$ cat src/rtl/mem_access_ctrl_pkg.sv
// Shared types and constants for the MEM-stage data memory access controller.
package mem_access_ctrl_pkg;

  localparam int DATA_W      = 16;
  localparam int CNT_W       = 8;
  localparam int TIMEOUT_DEF = 31;

  typedef enum logic [1:0] {
    IDLE  = 2'b00,
    WAIT  = 2'b01,
    DRAIN = 2'b10
  } mac_state_e;

  function automatic logic [CNT_W-1:0] sat_inc(input logic [CNT_W-1:0] v);
    return (v == '1) ? v : v + 1'b1;
  endfunction

endpackage

$ cat src/rtl/mem_access_ctrl_wait_counter.sv
// Saturating 8-bit WAIT-cycle counter with clear/enable and a terminal-count flag.
module mem_wait_counter
  import mem_access_ctrl_pkg::*;
#(
  parameter int TIMEOUT = TIMEOUT_DEF
) (
  input  logic clk,
  input  logic rst_n,
  input  logic clr,
  input  logic en,
  output logic tc
);

  // The request cycle is the first stall cycle, so the last WAIT cycle is the one at count TIMEOUT-2.
  localparam logic [CNT_W-1:0] TC_VAL = CNT_W'(TIMEOUT - 2);

  logic [CNT_W-1:0] cnt_q, cnt_d;

  always_comb begin
    cnt_d = cnt_q;
    if (clr)     cnt_d = '0;
    else if (en) cnt_d = sat_inc(cnt_q);
  end

  always_ff @(posedge clk or negedge rst_n) begin
    if (!rst_n) cnt_q <= '0;
    else        cnt_q <= cnt_d;
  end

  assign tc = (cnt_q >= TC_VAL);

endmodule

$ cat src/rtl/reg1.sv
// 1-bit enabled register cell with asynchronous active-low reset.
module reg1 (
  input  logic clk,
  input  logic rst_n,
  input  logic en,
  input  logic d,
  output logic q
);

  always_ff @(posedge clk or negedge rst_n) begin
    if (!rst_n)  q <= 1'b0;
    else if (en) q <= d;
  end

endmodule

$ cat src/rtl/reg16.sv
// 16-bit enabled register cell with asynchronous active-low reset.
module reg16 (
  input  logic        clk,
  input  logic        rst_n,
  input  logic        en,
  input  logic [15:0] d,
  output logic [15:0] q
);

  always_ff @(posedge clk or negedge rst_n) begin
    if (!rst_n)  q <= '0;
    else if (en) q <= d;
  end

endmodule

$ cat src/rtl/mem_access_ctrl.sv
// MEM-stage controller: issues one data memory access per instruction, stalls the
// upstream pipeline while memory is busy, and captures load data / errors for MEM/WB.
module mem_access_ctrl
  import mem_access_ctrl_pkg::*;
#(
  parameter int TIMEOUT = TIMEOUT_DEF
) (
  input  logic              clk,
  input  logic              rst,
  input  logic              MemRead_EXMEM,
  input  logic              MemWrite_EXMEM,
  input  logic [DATA_W-1:0] ALU_Out_EXMEM,
  input  logic [DATA_W-1:0] read2Data_EXMEM,
  input  logic              err_decode_EXMEM,
  input  logic              inst_mem_err_EXMEM,
  input  logic              Halt_EXMEM,
  output logic [DATA_W-1:0] mem_addr,
  output logic [DATA_W-1:0] mem_wdata,
  output logic              mem_rd,
  output logic              mem_wr,
  input  logic              mem_stall,
  input  logic              mem_done,
  input  logic [DATA_W-1:0] mem_rdata,
  input  logic              mem_err,
  output logic              stall_pipe,
  output logic [DATA_W-1:0] MemOut_MEM,
  output logic              mem_err_MEM
);

  mac_state_e        state_q, state_d;
  logic              is_rd_q, is_rd_d;
  logic              access, issue, stall;
  logic              lat_we, out_we, err_we, err_d;
  logic              cnt_clr, cnt_en, tc;
  logic [DATA_W-1:0] addr_q, wdata_q;

  always_comb begin
    // Errored and HALT instructions never reach memory; read wins if both flags are set.
    access  = (MemRead_EXMEM | MemWrite_EXMEM) & ~err_decode_EXMEM &
              ~inst_mem_err_EXMEM & ~Halt_EXMEM;
    state_d = state_q;
    is_rd_d = is_rd_q;
    issue   = 1'b0;
    stall   = 1'b0;
    lat_we  = 1'b0;
    out_we  = 1'b0;
    err_we  = 1'b0;
    err_d   = 1'b0;
    cnt_clr = 1'b0;
    cnt_en  = 1'b0;

    unique case (state_q)
      IDLE: begin
        if (access) begin
          if (mem_stall) begin
            stall = 1'b1;
          end else begin
            issue   = 1'b1;
            lat_we  = 1'b1;
            is_rd_d = MemRead_EXMEM;
            if (mem_done) begin
              out_we = MemRead_EXMEM;
              err_we = 1'b1;
              err_d  = mem_err;
            end else begin
              stall   = 1'b1;
              cnt_clr = 1'b1;
              state_d = WAIT;
            end
          end
        end else begin
          err_we = 1'b1;
        end
      end
      WAIT: begin
        cnt_en = 1'b1;
        if (mem_done) begin
          out_we  = is_rd_q;
          err_we  = 1'b1;
          err_d   = mem_err;
          state_d = IDLE;
        end else begin
          stall = 1'b1;
          if (tc) begin
            err_we  = 1'b1;
            err_d   = 1'b1;
            state_d = DRAIN;
          end
        end
      end
      DRAIN:   state_d = IDLE;
      default: state_d = IDLE;
    endcase

    // Outputs are combinational, so keep them quiet while reset is held even if EX/MEM shows an access.
    if (!rst) begin
      issue = 1'b0;
      stall = 1'b0;
    end
  end

  always_ff @(posedge clk or negedge rst) begin
    if (!rst) begin
      state_q <= IDLE;
      is_rd_q <= 1'b0;
    end else begin
      state_q <= state_d;
      is_rd_q <= is_rd_d;
    end
  end

  mem_wait_counter #(.TIMEOUT(TIMEOUT)) u_wait_cnt (
    .clk   (clk),
    .rst_n (rst),
    .clr   (cnt_clr),
    .en    (cnt_en),
    .tc    (tc)
  );

  reg16 u_addr  (.clk(clk), .rst_n(rst), .en(lat_we), .d(ALU_Out_EXMEM),   .q(addr_q));
  reg16 u_wdata (.clk(clk), .rst_n(rst), .en(lat_we), .d(read2Data_EXMEM), .q(wdata_q));
  reg16 u_out   (.clk(clk), .rst_n(rst), .en(out_we), .d(mem_rdata),       .q(MemOut_MEM));
  reg1  u_err   (.clk(clk), .rst_n(rst), .en(err_we), .d(err_d),           .q(mem_err_MEM));

  assign mem_rd     = issue & MemRead_EXMEM;
  assign mem_wr     = issue & ~MemRead_EXMEM;
  assign mem_addr   = issue ? ALU_Out_EXMEM   : addr_q;
  assign mem_wdata  = issue ? read2Data_EXMEM : wdata_q;
  assign stall_pipe = stall;

endmodule

$ cat config.mk
export PLATFORM = sky130hd
export DESIGN_NAME = mem_access_ctrl
export DESIGN_NICKNAME = d
export VERILOG_FILES = /design/src/rtl/mem_access_ctrl_pkg.sv /design/src/rtl/mem_access_ctrl_wait_counter.sv /design/src/rtl/reg1.sv /design/src/rtl/reg16.sv /design/src/rtl/mem_access_ctrl.sv
export SDC_FILE = /design/constraint.sdc
export NUM_CORES = 1
export LEC_CHECK = 0
export ABC_CLOCK_PERIOD_IN_PS = 1560
export BUFFER_PORTS_ARGS = -buffer_cell sky130_fd_sc_hd__buf_2
export CORE_MARGIN = 2
export CORE_UTILIZATION = 30
export CTS_BUF_LIST = sky130_fd_sc_hd__clkbuf_8
export DETAILED_ROUTE_END_ITERATION = 16
export PLACE_DENSITY = 0.59
export SYNTH_ARGS = -nofsm -noshare
export SYNTH_HDL_FRONTEND = slang
export SYNTH_SLANG_ARGS = --single-unit
export TNS_END_PERCENT = 50
$ cat constraint.sdc
create_clock -name clk -period 1.56 [get_ports clk]
set_input_delay 0.078 -clock clk [delete_from_list [all_inputs] [get_ports clk]]
set_output_delay 0.078 -clock clk [all_outputs]
set_load 0.03 [all_outputs]
### Word-level counts from Yosys, hierarchy flattened

Index checks and enable logic that the tools add are counted.

* register bits after elaboration: 60
* bits in latches: 0
* bits in writable memories: 0
* ROM bits: 0
* input bits: 58
* output and inout port bits: 52
* logic and storage cells: 72
* memories: 0

* $add $sub $neg: 1
* multipliers: 0
* div/mod/pow operators: 0
* $lt $le $gt $ge: 1
* equal/unequal tests: 7
* shifts and indexed selects: 0
* multiplexer cells: 40
* bitwise gates (word level): 11
* reductions and logical operators: 5

Operators by type and width (number)
* two-way mux 16 bit: 2
* two-way mux 1 bit: 25
* two-way mux 8 bit: 3
* two-way mux 2 bit: 5
* adder 8 x 1 -> 8 bit, second input constant: 1
* equality test 8 bit, second input constant: 1
* greater-or-equal comparator 8 x 5 -> 1 bit, second input constant: 1
* != test 2 bit, second input constant: 4
* one-hot mux 1 bit (2 select lines): 4
* AND 1 bit: 5
* inverter 1 bit: 5
* one-hot mux 2 bit (2 select lines): 1
* AND reduction 4 bit: 1
* != test 3 bit, second input constant: 1
* AND reduction 3 bit: 1
* equality test 2 x 1 -> 1 bit, second input constant: 1
* zero test 2 bit: 1
* AND reduction 2 bit: 1
* nonzero test 2 bit: 1
* bitwise OR 1 bit: 1

### Logic depth before layout (Yosys ltp)

* word-level depth: 8
* mapped depth: 6
* mapped depth without buffers: 6

### By module

Synthesis repeated with hierarchy kept, for this count alone.

* cells, all modules: 229
* area total of the unflattened synthesis: 3285.7 µm²

By module, submodules not included
* reg16: times used 3, cells an instance 34, area each 649.4 µm², sequential area each 400.4 µm²
* mem_access_ctrl: times used 1, cells an instance 71, area each 784.5 µm², sequential area each 75.1 µm²
* mem_wait_counter: times used 1, cells an instance 54, area each 513.0 µm², sequential area each 200.2 µm²
* reg1: times used 1, cells an instance 2, area each 40.0 µm², sequential area each 25.0 µm²

### Worst setup path after synthesis

Ideal clock, no wire load.

* kind: register to output
* start: register state_q[0]
* end: output port stall_pipe
* arrival time: 1.620 ns
* data required time: 1.482 ns
* setup slack: -0.138 ns
* cell stages (with the launch flop): 4
* path buffers: 0
* cell sequence: dfrtp_1 > inv_1 > a21oi_1 > nor4b_1

* longest elaborated chain between the ends: 3
* elaborated cells on any way between the ends: 4
* classes of those cells: eq/ne (1); mux (2); reduce/logical (1)

Ends and longest elaborated chain
* start: declaration: line mem_access_ctrl.sv:30 `mac_state_e state_q, state_d;`
* start signal: assignment: line mem_access_ctrl.sv:107 `state_q <= state_d;`
* equality test 2 x 1 -> 1 bit / zero test 2 bit (equally long branches): line mem_access_ctrl.sv:52 `unique case (state_q)`
* one-hot mux 1 bit (2 select lines) (*): line mem_access_ctrl.sv:52
* two-way mux 1 bit (*): line mem_access_ctrl.sv:96 `if (!rst) begin`
* end: declaration: line mem_access_ctrl.sv:25 `output logic stall_pipe,`

Mark *: on every way between the ends. The rest lies on a longest branch, timed or not.

### Worst setup path in the final report

* start: register state_q[0]
* end: output port mem_wdata[11]

* longest elaborated chain between the ends: 4

Ends and longest elaborated chain
* zero test 2 bit: line mem_access_ctrl.sv:52
* two-way mux 1 bit: line mem_access_ctrl.sv:52
* two-way mux 1 bit: line mem_access_ctrl.sv:96
* two-way mux 16 bit: line mem_access_ctrl.sv:128 `assign mem_wdata = issue ? read2Data_EXMEM : wdata_q;`
* end: declaration: line mem_access_ctrl.sv:18 `output logic [DATA_W-1:0] mem_wdata,`

No other way between the ends.

==> metrics <==
clock period minus final worst setup slack=1.75 ns; clock sink count=60; Mapped Area=2970 sq um; Slew @ Worst Pin=0.939 ns; row count=36; fin area=4790 sq um; number of synthesized flops with an enable pin=0; HP Class=in -> reg; CTS tree=built; leading area contributor after synthesis=dfrtp_1; die height=104 um; status=finished with violations; PwrDens=1240 nW/um^2; multiplexer share of the synthesized area=0.324; fin. max-slew vios=0; DRT Wirelength=7600 um; CP required=1.48 ns; Pint=3.96 mW; initial antenna violation count=0; Inst Count DP=468; FMAX=570 MHz; number of H-tree levels=3; final setup fails=51; Max Cap Violations=0; I/O Pins=110; vias in the first global route=2552; most common cell after layout, fill and taps aside=buf_2; Synth Area in Adders=0.0126; violated checks=setup timing; Sw Ratio=0.331; WL/cell=14.3 um; Worst-Skew Late Latency=0.33 ns; DIE WIDTH=104 um; Initial DRC Count=69; vias per inst=4.50; Post-Synth XOR/XNOR Area=0.00589; min setup slack post-route=-0.193 ns; flop-to-flop setup slack=-0.09 ns; Synth warnings=0; nets=458; largest cells by area after synthesis=dfrtp_1 (51%), mux2_2 (30%), mux2i_1 (1.7%); Final Hold Fails=0; synthesized area per cell=13.6 sq um; most frequent cells in the layout=buf_2 (74), mux2_2 (69), dfrtp_1 (59), dlygate4sd3_1 (49), buf_6 (32); largest family of logic cells by synthesized area=multiplexers; full die area=10700 sq um; CTS Buf Count=9; # diodes=0; Logic pwr share=0.388; crit path launch type=flip-flop; root buffer cell=clkbuf_8; Max Root-Sink Buffers=2; P_leak=2.27 nW; Worst R2R Path Depth=6; routability congestion estimate=0.749; post-synthesis simple-gate area fraction=0.0821; Worst setup EP type=output port; synth-to-layout area growth=61.2%; Worst slew margin=0.372; largest net degree at the start of global routing=40; unique cell type count in the Yosys netlist=39; post-DP HPWL=4710 um; Hold Path End=u_wdata.q[5]; Critical Path AT=1.68 ns; vias=2398; top_reg_cell synth=dfrtp_1; Starting Density=0.307; Final Non-Filler Cells=533; kind of critical path=reg -> out; grt ovf=0; share of the synthesized area in the top cell type=0.505; HP Start=read2Data_EXMEM[5]; sequential share of the synthesized area=0.505; Psw=1.96 mW; Synth Register Bits=60; period utilisation layout=1.12; clock power share=0.249; IR drop worst, VDD=694 uV; Reg power frac=0.363; RSZ-0062 raised after global routing=true; clk slew on worst S/H paths=0.07 ns; Area after DPL=3790 sq um; All-Layer GR Usage=0.144; global-route wire length before repair=12300 um; Worst Path Max Fanout=32; compound-gate portion of the synthesized area=0.0303; Hold Crit Depth=2; Core ar.=9680 sq um; Final ANT Viol Nets=0; dpl ws=-0.0188 ns; async set-reset flop share out of synthesis=1.00; Crit Reg-Reg Endpoint=u_out.q[14]; DRC Markers=0; share of layout cells above drive strength 1=0.600; Mapped Cells=219; Post-Syn Nets=280; Buffers on Ports=109; clock skew=0.0125 ns; 1st-pass router iterations=3; Reg-to-Reg Start=state_q[0]
sequential cells by signal, indices dropped and copies added, names as in the netlist:
register and flops:
u_addr.q 16, u_wait_cnt.cnt_q 8, is_rd_q 1, u_err.q 1, state_q 2, u_wdata.q 16
u_out.q 16
cells in the mapped netlist, types with 2 or more instances:
cell and n:
buf_4 3, clkbuf_8 2, nor2_1 11, nor3_1 4, nor4_1 2, ha_1 3
nand3_1 3, nor4b_1 2, mux2i_1 5, a32oi_1 2, mux2_2 80, inv_1 7
a21oi_1 2, nand2_1 3, nand4_1 2, a31oi_1 2, buf_2 3, xnor2_1 2
dfrtp_1 60, buf_6 2
repair_timing:
action                                  4_1_cts  5_1_grt
buffers inserted                              0        2
hold buffers                                 48        1
endpoints found under the setup margin       61       93
gates resized for setup                      67       22
pin swaps                                     1        2
hold endpoints to repair                     67        1
power groups by stage:
stage	Clock, mW	Combinational, mW	Sequential (mW)
2_1_floorplan	0	1.12	2.33
3_3_place_gp	0	1.83	2.15
3_5_place_dp	0	1.86	2.16
4_1_cts	1.53	2.24	2.14
5_1_grt	1.61	2.44	2.19
6_report	1.48	2.30	2.15
per-stage QoR:
stage / utilization / setup TNS [ns] / hold slack [ns] / power [mW]
after floorplan: - / -0.231 / -0.218 / 3.45
after global placement: 0.391 / -0.00894 / 0.129 / 3.98
after detailed placement: 0.391 / -0.130 / 0.127 / 4.02
after CTS: 0.483 / -6.59 / 0.00134 / 5.91
after global routing: 0.495 / -11.46 / 0.000315 / 6.24
final: 0.495 / -6.98 / 0.0117 / 5.92
how the worst max path moves through the flow:
stage / startpoint / to / slack [ns] / depth (start not counted)
2_1_floorplan: state_q[0] / u_out.q[10] / -0.02 / 5
3_3_place_gp: err_decode_EXMEM / u_addr.q[14] / -0.003 / 6
3_5_place_dp: MemRead_EXMEM / mem_addr[15] / -0.02 / 7
4_1_cts: state_q[0] / mem_wdata[11] / -0.26 / 5
5_1_grt: state_q[0] / mem_wdata[4] / -0.27 / 5
6_report: state_q[0] / mem_wdata[11] / -0.19 / 5
logic make-up (layout without fill, tap and decap cells):
logic type	count (synthesis)	after routing
XOR/XNOR	2	2
AO/OA/AOI/OAI	12	12
adder cells (fa/ha/maj)	3	3
AND/OR/NAND/NOR	38	38
buffers and inverters	18	199
flip-flops	60	60
multiplexers	86	86
routing by layer:
| layer | global-route usage | part of all wire |
|---|---|---|
| met1 | 0.163 | 0.41 |
| met2 | 0.258 | 0.52 |
| met4 | 0.0376 | 0.0082 |
| met5 | 0 | 0 |
| met3 | 0.0485 | 0.057 |
critical path, stage by stage, from the launching register on:
cell      delay (ns)
dfrtp_1         0.41
nor2_4          0.14
nand4b_4        0.14
buf_12          0.19
mux2_4          0.31
buf_6           0.14
final cells by class:
cell class	count	area, sq um
Fill cell	870	4890
Clock buffer	13	179
Inverter	7	26.3
Timing Repair Buffer	178	1440
Clock inverter	1	30.0
Sequential cell	60	1500
Multi-Input combinational cell	141	1440
Tap cell	133	166
Power figures use the tool's default switching activity.
